==> src/rtl/dmem_pkg.sv <==
// Shared types and constants for the data-memory arbiter: FSM states,
// default memory base address and the aux wait-counter width.
package dmem_pkg;

    typedef enum logic [1:0] {
        IDLE     = 2'd0,
        CPU      = 2'd1,
        AUX      = 2'd2,
        AUX_LOCK = 2'd3
    } state_e;

    localparam logic [31:0] DMEM_BASE_ADDR = 32'h1001_0000;

    localparam int WAIT_CNT_W = 4;
    typedef logic [WAIT_CNT_W-1:0] wait_cnt_t;

endpackage

==> src/rtl/dmem_addr_check.sv <==
// Combinational range/alignment check of a byte address against the
// data-memory window [BASE_ADDR, BASE_ADDR + 4*MEMORY_DEPTH).
module dmem_addr_check
    import dmem_pkg::*;
#(
    parameter int                    DATA_WIDTH   = 32,
    parameter int                    MEMORY_DEPTH = 1024,
    parameter logic [DATA_WIDTH-1:0] BASE_ADDR    = DATA_WIDTH'(DMEM_BASE_ADDR)
) (
    input  logic [DATA_WIDTH-1:0] addr,
    output logic                  fault
);

    // One extra bit so a window ending at the top of the address space cannot wrap.
    localparam logic [DATA_WIDTH:0] LIMIT =
        {1'b0, BASE_ADDR} + (DATA_WIDTH+1)'(4 * MEMORY_DEPTH);

    assign fault = (addr < BASE_ADDR)
                || ({1'b0, addr} >= LIMIT)
                || (addr[1:0] != 2'b00);

endmodule

==> src/rtl/dmem_arbiter.sv <==
// Two-master arbiter in front of the single-port data memory: CPU priority,
// bounded aux starvation, aux lock for atomic sequences, fault screening.
module dmem_arbiter
    import dmem_pkg::*;
#(
    parameter int                    DATA_WIDTH   = 32,
    parameter int                    MEMORY_DEPTH = 1024,
    parameter logic [DATA_WIDTH-1:0] BASE_ADDR    = DATA_WIDTH'(DMEM_BASE_ADDR),
    parameter int                    MAX_WAIT     = 4
) (
    input  logic                  clk,
    input  logic                  reset,

    input  logic                  cpu_req_i,
    input  logic                  cpu_we_i,
    input  logic [DATA_WIDTH-1:0] cpu_addr_i,
    input  logic [DATA_WIDTH-1:0] cpu_wdata_i,
    output logic                  cpu_gnt_o,
    output logic                  cpu_rvalid_o,
    output logic [DATA_WIDTH-1:0] cpu_rdata_o,
    output logic                  cpu_fault_o,

    input  logic                  aux_req_i,
    input  logic                  aux_we_i,
    input  logic [DATA_WIDTH-1:0] aux_addr_i,
    input  logic [DATA_WIDTH-1:0] aux_wdata_i,
    input  logic                  aux_lock_i,
    output logic                  aux_gnt_o,
    output logic                  aux_rvalid_o,
    output logic [DATA_WIDTH-1:0] aux_rdata_o,
    output logic                  aux_fault_o,

    output logic [DATA_WIDTH-1:0] mem_address_o,
    output logic [DATA_WIDTH-1:0] mem_write_data_o,
    output logic                  mem_write_o,
    output logic                  mem_read_o,
    input  logic [DATA_WIDTH-1:0] mem_data_i,

    output state_e                dbg_state_o,
    output wait_cnt_t             dbg_wait_cnt_o
);

    // Handshake: a requester holds req/we/addr/wdata stable until gnt is seen
    // high in the same cycle; exactly one cycle after each gnt, rvalid pulses
    // with rdata/fault for that access. Dropping req before gnt has no effect.

    localparam wait_cnt_t WAIT_TOP = wait_cnt_t'(MAX_WAIT - 1);

    state_e    state, state_nxt;
    wait_cnt_t wait_cnt;

    logic                  cpu_win, aux_win, any_win, lock_stall;
    logic                  sel_we;
    logic [DATA_WIDTH-1:0] sel_addr, sel_wdata;
    logic                  addr_fault;

    assign lock_stall = (state == AUX_LOCK) && aux_lock_i;

    always_comb begin
        cpu_win = 1'b0;
        aux_win = 1'b0;
        if (!reset) begin
            cpu_win = 1'b0;
            aux_win = 1'b0;
        end else if (lock_stall) begin
            aux_win = aux_req_i;
        end else if (cpu_req_i && aux_req_i) begin
            aux_win = (wait_cnt == WAIT_TOP);
            cpu_win = (wait_cnt != WAIT_TOP);
        end else begin
            cpu_win = cpu_req_i;
            aux_win = aux_req_i;
        end
    end

    always_comb begin
        state_nxt = IDLE;
        if (cpu_win)
            state_nxt = CPU;
        else if (aux_win)
            state_nxt = aux_lock_i ? AUX_LOCK : AUX;
        else if (lock_stall)
            state_nxt = AUX_LOCK;
    end

    always_ff @(posedge clk or negedge reset) begin
        if (!reset)
            state <= IDLE;
        else
            state <= state_nxt;
    end

    // Saturating count of cycles aux has been denied while requesting.
    always_ff @(posedge clk or negedge reset) begin
        if (!reset)
            wait_cnt <= '0;
        else if (aux_win)
            wait_cnt <= '0;
        else if (aux_req_i && (wait_cnt != WAIT_TOP))
            wait_cnt <= wait_cnt + 1'b1;
    end

    assign any_win   = cpu_win || aux_win;
    assign sel_we    = aux_win ? aux_we_i    : cpu_we_i;
    assign sel_addr  = aux_win ? aux_addr_i  : cpu_addr_i;
    assign sel_wdata = aux_win ? aux_wdata_i : cpu_wdata_i;

    dmem_addr_check #(
        .DATA_WIDTH   (DATA_WIDTH),
        .MEMORY_DEPTH (MEMORY_DEPTH),
        .BASE_ADDR    (BASE_ADDR)
    ) u_addr_check (
        .addr  (sel_addr),
        .fault (addr_fault)
    );

    always_comb begin
        mem_address_o    = '0;
        mem_write_data_o = '0;
        mem_write_o      = 1'b0;
        mem_read_o       = 1'b0;
        if (any_win && !addr_fault) begin
            mem_address_o    = sel_addr;
            mem_write_data_o = sel_wdata;
            mem_write_o      = sel_we;
            mem_read_o       = !sel_we;
        end
    end

    // Responses: rdata is zero for writes and faults, otherwise the memory word.
    always_ff @(posedge clk or negedge reset) begin
        if (!reset) begin
            cpu_rvalid_o <= 1'b0;
            cpu_fault_o  <= 1'b0;
            cpu_rdata_o  <= '0;
            aux_rvalid_o <= 1'b0;
            aux_fault_o  <= 1'b0;
            aux_rdata_o  <= '0;
        end else begin
            cpu_rvalid_o <= cpu_win;
            cpu_fault_o  <= cpu_win && addr_fault;
            aux_rvalid_o <= aux_win;
            aux_fault_o  <= aux_win && addr_fault;
            if (cpu_win)
                cpu_rdata_o <= (addr_fault || cpu_we_i) ? '0 : mem_data_i;
            if (aux_win)
                aux_rdata_o <= (addr_fault || aux_we_i) ? '0 : mem_data_i;
        end
    end

    assign cpu_gnt_o      = cpu_win;
    assign aux_gnt_o      = aux_win;
    assign dbg_state_o    = state;
    assign dbg_wait_cnt_o = wait_cnt;

endmodule
==> config.mk <==
export PLATFORM = sky130hd
export DESIGN_NAME = dmem_arbiter
export DESIGN_NICKNAME = d
export VERILOG_FILES = /design/src/rtl/dmem_pkg.sv /design/src/rtl/dmem_addr_check.sv /design/src/rtl/dmem_arbiter.sv
export SDC_FILE = /design/constraint.sdc
export NUM_CORES = 1
export LEC_CHECK = 0
export ABC_CLOCK_PERIOD_IN_PS = 2700
export CAP_MARGIN = 0
export CORE_AREA = 2 2 118 120
export CTS_BUF_LIST = sky130_fd_sc_hd__clkbuf_4 sky130_fd_sc_hd__clkbuf_8 sky130_fd_sc_hd__clkbuf_16
export DETAILED_ROUTE_END_ITERATION = 8
export DIE_AREA = 0 0 120 122
export HOLD_SLACK_MARGIN = 0.03
export PLACE_DENSITY = 0.74
export SLEW_MARGIN = 20
export SYNTH_ARGS = -nofsm -noshare
export SYNTH_HDL_FRONTEND = slang
export SYNTH_SLANG_ARGS = --single-unit
==> constraint.sdc <==
create_clock -name clk -period 2.7 [get_ports clk]
set_clock_uncertainty 0.1 [all_clocks]
set_input_delay 0.405 -clock clk [delete_from_list [all_inputs] [get_ports clk]]
set_output_delay 0.405 -clock clk [all_outputs]
set_load 0.1 [all_outputs]
Word level (Yosys, flattened, before mapping) --
Cells that the tools add are included.
Cells by class: $lt $le $gt $ge 2, reduce and logical (&&, ||, !) cells 15, multiplexer cells 21, eq/ne operators 3, $add $sub $neg 1
Operators by type and width (count):
- $mux W32 | 6
- $ge A32 B29 Y1 const B | 1
- $lt A32 B29 Y1 const B | 1
- $mux W1 | 10
- $mux W4 | 2
- $logic_and A1 B1 Y1 | 6
- $mux W2 | 3
- $logic_or A1 B1 Y1 | 5
- $add A4 B1 Y4 const B | 1
- $eq A4 B2 Y1 const B | 1
- $ne A4 B2 Y1 const B | 1
- $reduce_bool A2 Y1 | 2
- $eq A2 B2 Y1 const B | 1
- $logic_not A1 Y1 | 2
Storage, ports and cells: register bits 74, word-level logic and storage cells 50, output and inout bits 142, bits of input ports 167

Logic depth before layout (Yosys ltp) --
Gate-level depths: netlist of run 1.
word-level depth 11, depth in mapped cells 10, mapped depth without buffers 7

Modules after synthesis --
From an unflattened synthesis of run 1, not the netlist that was laid out.
Second synthesis, totals: cell total of the unflattened synthesis 762, area total of the unflattened synthesis 6237.2 um2
Modules (own cells, without submodules):
- dmem_arbiter | cells each 755, area each 6185.9 um2, sequential area each 1851.8 um2, times used 1
- dmem_addr_check | cells each 7, area each 51.3 um2, sequential area each 0.0 um2, times used 1

Worst setup path after synthesis of run 1 --
OpenSTA, ideal clock, no wires.
kind reg-to-output, start register wait_cnt[0], in the netlist dbg_wait_cnt_o[0], end output port mem_address_o[3], path buffers 4, arrival 3995 ps, required time 2195 ps, slack -1800 ps, stages on the path, launching flop included 11, path through dfrtp_1 ha_1 or3b_1 buf_2 a31o_1 buf_6 inv_2 buf_2 buf_2 nand3_1 a21oi_1
Between the ends: word-level cells in the longest chain between the ends 11, elaborated cells between the ends (all ways) 18, those cells by class order compare (2); eq/ne (2); mux (8); reduce/logical (6)
RTL lines:
- start: declaration | line dmem_arbiter.sv:50 | wait_cnt_t wait_cnt;
- start signal: assignment | line dmem_arbiter.sv:100 | wait_cnt <= wait_cnt + 1'b1;
- $eq A4 B2 Y1 | line dmem_arbiter.sv:68 | aux_win = (wait_cnt == WAIT_TOP);
- $mux W1 | line dmem_arbiter.sv:67 | end else if (cpu_req_i && aux_req_i) begin
- $mux W1 | line dmem_arbiter.sv:65 | end else if (lock_stall) begin
- $mux W1 | line dmem_arbiter.sv:62 | if (!reset) begin
- $mux W32 | line dmem_arbiter.sv:105 | assign sel_addr = aux_win ? aux_addr_i : cpu_addr_i;
- $lt A32 B29 Y1 or $ge A32 B29 Y1 (tied branches) | line dmem_addr_check.sv:18, dmem_addr_check.sv:19
- $logic_or A1 B1 Y1 | line dmem_addr_check.sv:19 | || ({1'b0, addr} >= LIMIT)
- $logic_or A1 B1 Y1 | line dmem_addr_check.sv:20 | || (addr[1:0] != 2'b00);
- $logic_not A1 Y1 | line dmem_arbiter.sv:122 | if (any_win && !addr_fault) begin
- $logic_and A1 B1 Y1 | line dmem_arbiter.sv:122
- $mux W32 (*) | line dmem_arbiter.sv:122
- end: declaration | line dmem_arbiter.sv:33 | output logic [DATA_WIDTH-1:0] mem_address_o,
Mark *: on every way between the ends. The rest lies on a longest branch, timed or not.

Worst setup path after layout of run 1 --
start input port cpu_addr_i[26], end output port mem_write_data_o[30]
Between the ends: word-level cells in the longest chain between the ends 7, elaborated cells between the ends (all ways) 8, those cells by class order compare (2); mux (2); reduce/logical (4)
RTL lines:
- start: declaration | line dmem_arbiter.sv:16 | input logic [DATA_WIDTH-1:0] cpu_addr_i,
- $mux W32 (*) | line dmem_arbiter.sv:105
- $lt A32 B29 Y1 or $ge A32 B29 Y1 (tied branches) | line dmem_addr_check.sv:18, dmem_addr_check.sv:19
- $logic_or A1 B1 Y1 (*) | line dmem_addr_check.sv:19
- $logic_or A1 B1 Y1 (*) | line dmem_addr_check.sv:20
- $logic_not A1 Y1 (*) | line dmem_arbiter.sv:122
- $logic_and A1 B1 Y1 (*) | line dmem_arbiter.sv:122
- $mux W32 (*) | line dmem_arbiter.sv:122
- end: declaration | line dmem_arbiter.sv:34 | output logic [DATA_WIDTH-1:0] mem_write_data_o,
Marked as above.

==> impl_results.md, run 1 <==
* Outcome: finished with violations
* Failing checks: setup timing
* Pre-CTS setup slack at -0.248 ns
* Crit-path max FO at 8
* Crit Path Category: in -> out
* Fmax at 333 MHz
* Routed wire length at 22600 microns
* Number of enable flip-flop cells after synthesis at 0
* Fin. max-slew vios at 0
* DP Wirelength at 13800 microns
* Share of cells above drive strength 1 at 0.430
* Area added between synthesis and finish at 147%
* CTS tree: built
* CTS max path bufs at 2
* Filler cell count at 878
* Slew margin rel. at 0.427
* Synth cell types at 29
* CTS H-tree lvls at 3
* Grt ovf at 0
* Synth top area cells: dfrtp_1, nand3_1, a22o_1
* Dpl cells at 911
* Critical Path RT at 2.19 ns
* Asr flop ratio synth at 1.00
* RePlAce Congestion at 0.812
* Vias in the first global route at 5109
* Least-Margin Pin Slew at 0.859 ns
* FP Rows at 43
* Worst Hold Class: reg -> reg
* Count leader, synth: nand3_1
* CP Cell Sequence: clkdlybuf4s50_1, nor4_2, nand3b_1, nor2_4, buf_12, clkbuf_16, nand3_1, a21oi_4, buf_12
* Num CTS Buffers at 9
* Critical-path top delay cell: clkdlybuf4s50_1
* I/O pin count at 309
* Most used flip-flop cell after synthesis: dfrtp_1
* Startpoint types: primary input
* Sequential area share after synthesis at 0.478
* Via count at 5099
* Vias per cell at 5.29
* CP peak stage delay at 0.45 ns
* Crit end category: output port
* Die footprint at 0.0146 sq mm
* Final period util at 1.11
* Met1 Usage GRT at 0.275
* Met2 usage at 0.441
* Fin crit period at 3.01 ns
* Worst Path Buf+Inv at 4
* Clk sink count at 74
* Root Buffer: clkbuf_16
* Setup violators final at 47
* Global Route met3 Usage at 0.0782
* Largest delay share family, worst path: buffers and inverters
* Number of buffers added on ports at 288
* Top cells by count, synth: nand3_1, dfrtp_1, nand2_1, a21oi_1, a22o_1
* ANT nets after route at 0
* First-pass GRT wire length at 28300 microns
* Core area at 0.0135 sq mm
* Hold Violations, Final at 0
* Final setup margin at -0.307 ns
* First-pass iteration count of the detailed router at 5
* Seq. cell area at 0.00186 sq mm
* Area occupied by multi-input gates at 0.00294 sq mm
* Chip Width at 120 microns
* Final std cells w/o fill at 963
* Residual DRC at 0
* Clk pin slew, worst setup/hold paths at 0.06 ns
* Syn. warnings at 0
* Initial core utilization at 0.287
* Die height at 122 microns
* RSZ-0062 raised after global routing: true
* Post-Syn Area per Cell at 8.66 sq um
* Post-Synthesis Cells at 448
* Drt wl/cell at 23.4 microns
* Initial DRC count at 307
* Area fraction of the dominant cell type after synthesis at 0.478
* Most used cell, CP: buf_12
* Pwr Density at 398 mW/mm^2
* Most Used Layer, Global Route: met2
* Maxcap violations at 0
* Pin count of the biggest net entering global routing at 67
* Synthesized area at 0.00388 sq mm
* Initial antenna violation count at 0
* Crit path arrival time at 2.50 ns
* Lkg Pwr at 3.99 nW
* GRT Resource Usage Total at 0.250
* Area leader, netlist: dfrtp_1
* Worst-Skew Late Latency at 0.33 ns
* Register bit count reported by yosys at 74
* Fin nets at 945
* VDD IR max at 0.321 mV
[registers in the layout, summed over array words and instances (netlist names)]
signal          flops
cpu_rvalid_o        1
aux_fault_o         1
dbg_wait_cnt_o      4
cpu_rdata_o        32
aux_rdata_o        32
dbg_state_o         2
aux_rvalid_o        1
cpu_fault_o         1
[report_power, final]
group / internal, mW / leakage [nW] / total (mW) / switching, mW
combinational: 0.438 / 2.81 / 1.22 / 0.781
sequential: 1.16 / 1.02 / 1.19 / 0.0377
clock: 0.911 / 0.167 / 1.40 / 0.485
[area by class of cell]
type,count,area share
multi-input cells,328,0.307
repair buffers,359,0.435
well taps,180,0.0235
clock buffers,9,0.0235
flip-flops and latches,74,0.195
diodes,1,0.000262
clock inverters,7,0.0129
inverters,5,0.00327
[stage by stage]
stage	area [sq um]	hold WS, ns	power (mW)	TNS (ns)	util
2_1_floorplan	4620	0.00941	1.84	-21.67	-
3_3_place_gp	8100	0.264	2.27	-6.83	0.599
3_5_place_dp	8100	0.263	2.29	-8.56	0.599
4_1_cts	8870	0.376	3.76	-7.03	0.657
5_1_grt	9560	0.388	3.93	-12.45	0.708
6_report	9570	0.371	3.81	-9.44	0.708
[metal layers]
layer	wire [microns]	part of all wire
met3	1830	0.081
met5	0	0
met1	8120	0.36
met4	1030	0.046
met2	11600	0.51
[cell families (layout without fill, tap and decap cells)]
family / Yosys count / after routing / synth area share
buf+inv: 65 / 380 / 0.0929
simple gates: 220 / 220 / 0.269
xor+xnor: 3 / 3 / 0.00678
compound gates: 84 / 84 / 0.149
other cells: 1 / 21 / 0.000967
fa+ha+maj: 1 / 1 / 0.00323
flops: 74 / 74 / 0.478
[path summary, 6_finish.rpt]
check	start	end	slack [ns]	depth (start not counted)
worst max-delay path	cpu_addr_i[26]	mem_write_data_o[30]	-0.31	9
worst min-delay path	aux_rdata_o[14]$_DFFE_PN0N_	aux_rdata_o[14]$_DFFE_PN0N_	0.37	2
worst max register to register	dbg_wait_cnt_o[0]$_DFFE_PN0P_	cpu_rdata_o[1]$_DFFE_PN0P_	0.02	12
worst min register to register	aux_rdata_o[14]$_DFFE_PN0N_	aux_rdata_o[14]$_DFFE_PN0N_	0.37	2
max in group asynchronous	reset	aux_rdata_o[1]$_DFFE_PN0N_	0.92	4
min in group asynchronous	reset	dbg_wait_cnt_o[3]$_DFFE_PN0P_	0.49	3
[repair_timing]
action                                  CTS  global route
pin swaps                                25            47
gates resized for setup                  51            86
hold endpoints to repair                  8             0
hold buffers                              1             0
cloned                                    4             9
buffers inserted                         14            10
endpoints found under the setup margin   47            47
[cells in the final DEF (no fill, tap or decap), types with 2 or more instances in the layout]
| cell | netlist | routed |
|---|---|---|
| dfrtp_1 | 74 | 68 |
| nand3_2 | 0 | 20 |
| dlymetal6s2s_1 | 0 | 16 |
| nor2_4 | 0 | 3 |
| nand2_4 | 0 | 2 |
| buf_12 | 0 | 64 |
| dfrtp_4 | 0 | 2 |
| nor3_4 | 1 | 3 |
| nand3b_1 | 2 | 2 |
| inv_6 | 0 | 2 |
| o21ba_4 | 0 | 2 |
| nor4_2 | 0 | 5 |
| dfrtp_2 | 0 | 4 |
| dlygate4sd2_1 | 0 | 14 |
| a22o_1 | 32 | 32 |
| xor2_1 | 3 | 3 |
| clkbuf_16 | 0 | 17 |
| a21oi_4 | 0 | 43 |
| conb_1 | 1 | 20 |
| nor4_4 | 0 | 2 |
| nor4_1 | 9 | 2 |
| nor2_1 | 7 | 4 |
| clkdlybuf4s50_1 | 0 | 135 |
| nand4_1 | 3 | 3 |
| buf_6 | 4 | 8 |
| buf_4 | 20 | 109 |
| inv_1 | 4 | 4 |
| bufinv_16 | 0 | 3 |
| nand3_4 | 0 | 32 |
| a21oi_1 | 45 | 2 |
| buf_8 | 0 | 2 |
| nand2_1 | 72 | 70 |
| nor4b_4 | 0 | 2 |
| buf_16 | 0 | 2 |
| nand3_1 | 120 | 68 |
[worst register-to-register path: cells and delay by family (launching register included)]
family / cells / cell delay [ns]
AO/OA/AOI/OAI: 3 / 0.72
adder cells (fa/ha/maj): 1 / 0.14
flip-flops: 1 / 0.43
buffers and inverters: 6 / 0.77
AND/OR/NAND/NOR: 2 / 0.43
No activity file was read; power rests on OpenSTA's default activity.
==> run 2: changes to the inputs <==
--- a/config.mk
+++ b/config.mk
@@ -11,7 +11,6 @@
 export CTS_BUF_LIST = sky130_fd_sc_hd__clkbuf_4 sky130_fd_sc_hd__clkbuf_8 sky130_fd_sc_hd__clkbuf_16
 export DETAILED_ROUTE_END_ITERATION = 8
 export DIE_AREA = 0 0 120 122
-export HOLD_SLACK_MARGIN = 0.03
 export PLACE_DENSITY = 0.74
 export SLEW_MARGIN = 20
 export SYNTH_ARGS = -nofsm -noshare
==> results of run 2 <==
Same layout as run 1: the final DEF is identical, and so are final timing and power.
==> run 3: changes to the inputs <==
--- a/config.mk
+++ b/config.mk
@@ -12,6 +12,7 @@
 export DETAILED_ROUTE_END_ITERATION = 8
 export DIE_AREA = 0 0 120 122
 export PLACE_DENSITY = 0.74
+export SKIP_LAST_GASP = 1
 export SLEW_MARGIN = 20
 export SYNTH_ARGS = -nofsm -noshare
 export SYNTH_HDL_FRONTEND = slang
==> impl_results.md, run 3 (synthesized netlist as in run 1, its figures left out) <==
* Vias per cell at 5.21 (-1.5%)
* Grt ovf at 0 (unchanged)
* Root Buffer: clkbuf_16
* Via count at 5011 (-1.7%)
* Hold depth at 2 (unchanged)
* Final setup margin at -0.308 ns (-0.000796 ns)
* Largest delay share family, worst path: buffers and inverters
* Most used cell, CP: buf_12
* Pwr Density at 399 mW/mm^2 (+0.12%)
* Initial DRC count at 333 (+8.5%)
* Initial core utilization at 0.287 (unchanged)
* Reg power frac at 0.314 (about the same)
* CTS max path bufs at 2 (unchanged)
* Initial antenna violation count at 1 (+1)
* Placed Instance Area at 0.00810 sq mm (unchanged)
* Hold Violations, Final at 0 (unchanged)
* Pre-CTS setup slack at -0.248 ns (unchanged)
* R2R depth at 12 (unchanged)
* Crit-path max FO at 4 (-4)
* RePlAce Congestion at 0.812 (unchanged)
* CTS H-tree lvls at 3 (unchanged)
* Slew margin rel. at 0.430 (+0.00224)
* Worst-Skew Late Latency at 0.33 ns (about the same)
* Crit path arrival time at 2.50 ns (about the same)
* Crit Path Category: in -> out
* Comb pwr share at 0.321 (about the same)
* Internal Dissipation at 2.51 mW (about the same)
* Die height at 122 microns (unchanged)
* WHS Endpoint: aux_rdata_o[14]$_DFFE_PN0N_
* Number of buffers added on ports at 288 (unchanged)
* ANT nets after route at 0 (unchanged)
* RR Endpoint: cpu_rdata_o[19]$_DFFE_PN0P_
* Sw power at 1.29 mW (-0.86%)
* Drt wl/cell at 22.6 microns (-3.7%)
* Most frequent cells in the layout: clkdlybuf4s50_1, buf_4, nand2_1
* Core area at 0.0135 sq mm (unchanged)
* Num CTS Buffers at 9 (unchanged)
* Clk pin slew, worst setup/hold paths at 0.06 ns (about the same)
* Diodes inserted at 0 (-1)
* Setup violators final at 46 (-2.1%)
* Critical-path top delay cell: clkdlybuf4s50_1
* Crit end category: output port
* Pin count of the biggest net entering global routing at 67 (unchanged)
* Final period util at 1.11 (about the same)
* CTS tree: built
* RSZ-0062 raised after global routing: true
* Area added between synthesis and finish at 146%
* Fin nets at 944 (-0.11%)
* Clock power frac at 0.365 (about the same)
* Sw Share at 0.340 (-0.00197)
* VDD IR max at 0.319 mV (-0.46%)
* Leading cell type in the layout, fill and taps excluded: clkdlybuf4s50_1
* FP Rows at 43 (unchanged)
* Power, Total at 3.80 mW (-0.29%)
* CP Cell Sequence: clkdlybuf4s50_1, nor4_2, nand4_1, nor2_4, buf_6, buf_12, buf_16, nand3_2, a21oi_4, buf_12
* Fin crit period at 3.01 ns (+0.000796 ns)
* DP Wirelength at 13800 microns (unchanged)
* Outcome: finished with violations
* Clk sink count at 74 (unchanged)
* Worst Hold Class: reg -> reg
* Design area at 0.00953 sq mm (-0.41%)
* Routed wire length at 21700 microns (-3.9%)
* Lkg Pwr at 3.98 nW (-0.39%)
* CP peak stage delay at 0.43 ns (-0.02 ns)
* Least-Margin Pin Slew at 0.856 ns (-0.00337 ns)
* Maxcap violations at 0 (unchanged)
* Share of cells above drive strength 1 at 0.430 (+0.000550)
* Die footprint at 0.0146 sq mm (unchanged)
* Worst Path Buf+Inv at 5 (+1)
* R2r startpoint: dbg_wait_cnt_o[0]$_DFFE_PN0P_
* Vias in the first global route at 5062 (-0.92%)
* Fmax at 332 MHz (about the same)
* Fin. max-slew vios at 0 (unchanged)
* Filler cell count at 868 (-1.1%)
* Failing checks: setup timing
* Critical Path RT at 2.19 ns (about the same)
* Chip Width at 120 microns (unchanged)
* Worst R2R Setup Slack at 0.02 ns (about the same)
* Critical hold path startpoint: aux_rdata_o[14]$_DFFE_PN0N_
* GRT Resource Usage Total at 0.247 (-0.00220)
* Startpoint types: primary input
* First-pass GRT wire length at 28100 microns (-0.71%)
* I/O pin count at 309 (unchanged)
* Residual DRC at 0 (unchanged)
* First-pass iteration count of the detailed router at 4 (-1)
==> run 3: cell count changes in the layout (fill, tap and decap cells not counted), sizes merged <==
cell and delta:
clkbuf -1, diode -1
==> run 3: per-layer routing <==
metal	GRT usage	share of wire	up-vias
li1	-	-	2217
met1	0.278	0.35	2471
met2	0.442	0.52	254
met3	0.0679	0.082	67
met4	0.101	0.045	2
met5	0	0.00046	-
==> run 3: metrics by stage <==
| step | TNS, ns | hold WS (ns) | utilization | instances |
|---|---|---|---|---|
| 2_1_floorplan | -21.67 | 0.00941 | - | 467 |
| 5_1_grt | -10.15 | 0.388 | 0.706 | 961 |
| 3_3_place_gp | -6.83 | 0.264 | 0.599 | 911 |
| 4_1_cts | -7.07 | 0.376 | 0.653 | 945 |
| 6_report | -7.86 | 0.371 | 0.706 | 961 |
| 3_5_place_dp | -8.56 | 0.263 | 0.599 | 911 |
==> run 3: cell type report <==
class	count	area (sq um)	share of cell area
clock buffer	9	225	0.0236
tap	180	225	0.0236
inverter	5	31.3	0.00328
sequential	74	1860	0.196
timing repair buffer	358	4130	0.433
clock inverter	7	124	0.0130
multi-input combinational	328	2930	0.308
==> run 3: how the worst max path moves through the flow <==
stage | cells past startpoint | startpoint | endpoint
2_1_floorplan | 10 | dbg_wait_cnt_o[0]$_DFFE_PN0P_ | mem_address_o[5]
3_3_place_gp | 8 | aux_addr_i[30] | mem_write_data_o[14]
3_5_place_dp | 8 | aux_addr_i[30] | mem_write_data_o[14]
4_1_cts | 9 | dbg_wait_cnt_o[1]$_DFFE_PN0P_ | mem_address_o[6]
5_1_grt | 10 | aux_addr_i[31] | mem_write_data_o[11]
6_report | 10 | aux_addr_i[31] | mem_write_data_o[11]
==> run 3: what timing repair did <==
action	in CTS	in global routing
pin swaps	21	49
cloned	4	8
setup endpoints to repair	47	47
setup buffers	14	10
hold endpoints to repair	8	0
hold buffers	1	0
gates resized for setup	45	87
==> run 3: worst min-delay path: stages (launching register included) <==
cell and delay [ns]:
dfrtp_1 0.34, nand2_1 0.05, nand2_1 0.05
==> run 3: power by group through the flow <==
stage               clock network, mW  logic [mW]  registers (mW)
global placement                    0        1.05            1.22
CTS                              1.43        1.14            1.19
global route                     1.47        1.25            1.20
floorplan                           0       0.368            1.48
detailed placement                  0        1.07            1.22
finish                           1.39        1.22            1.19
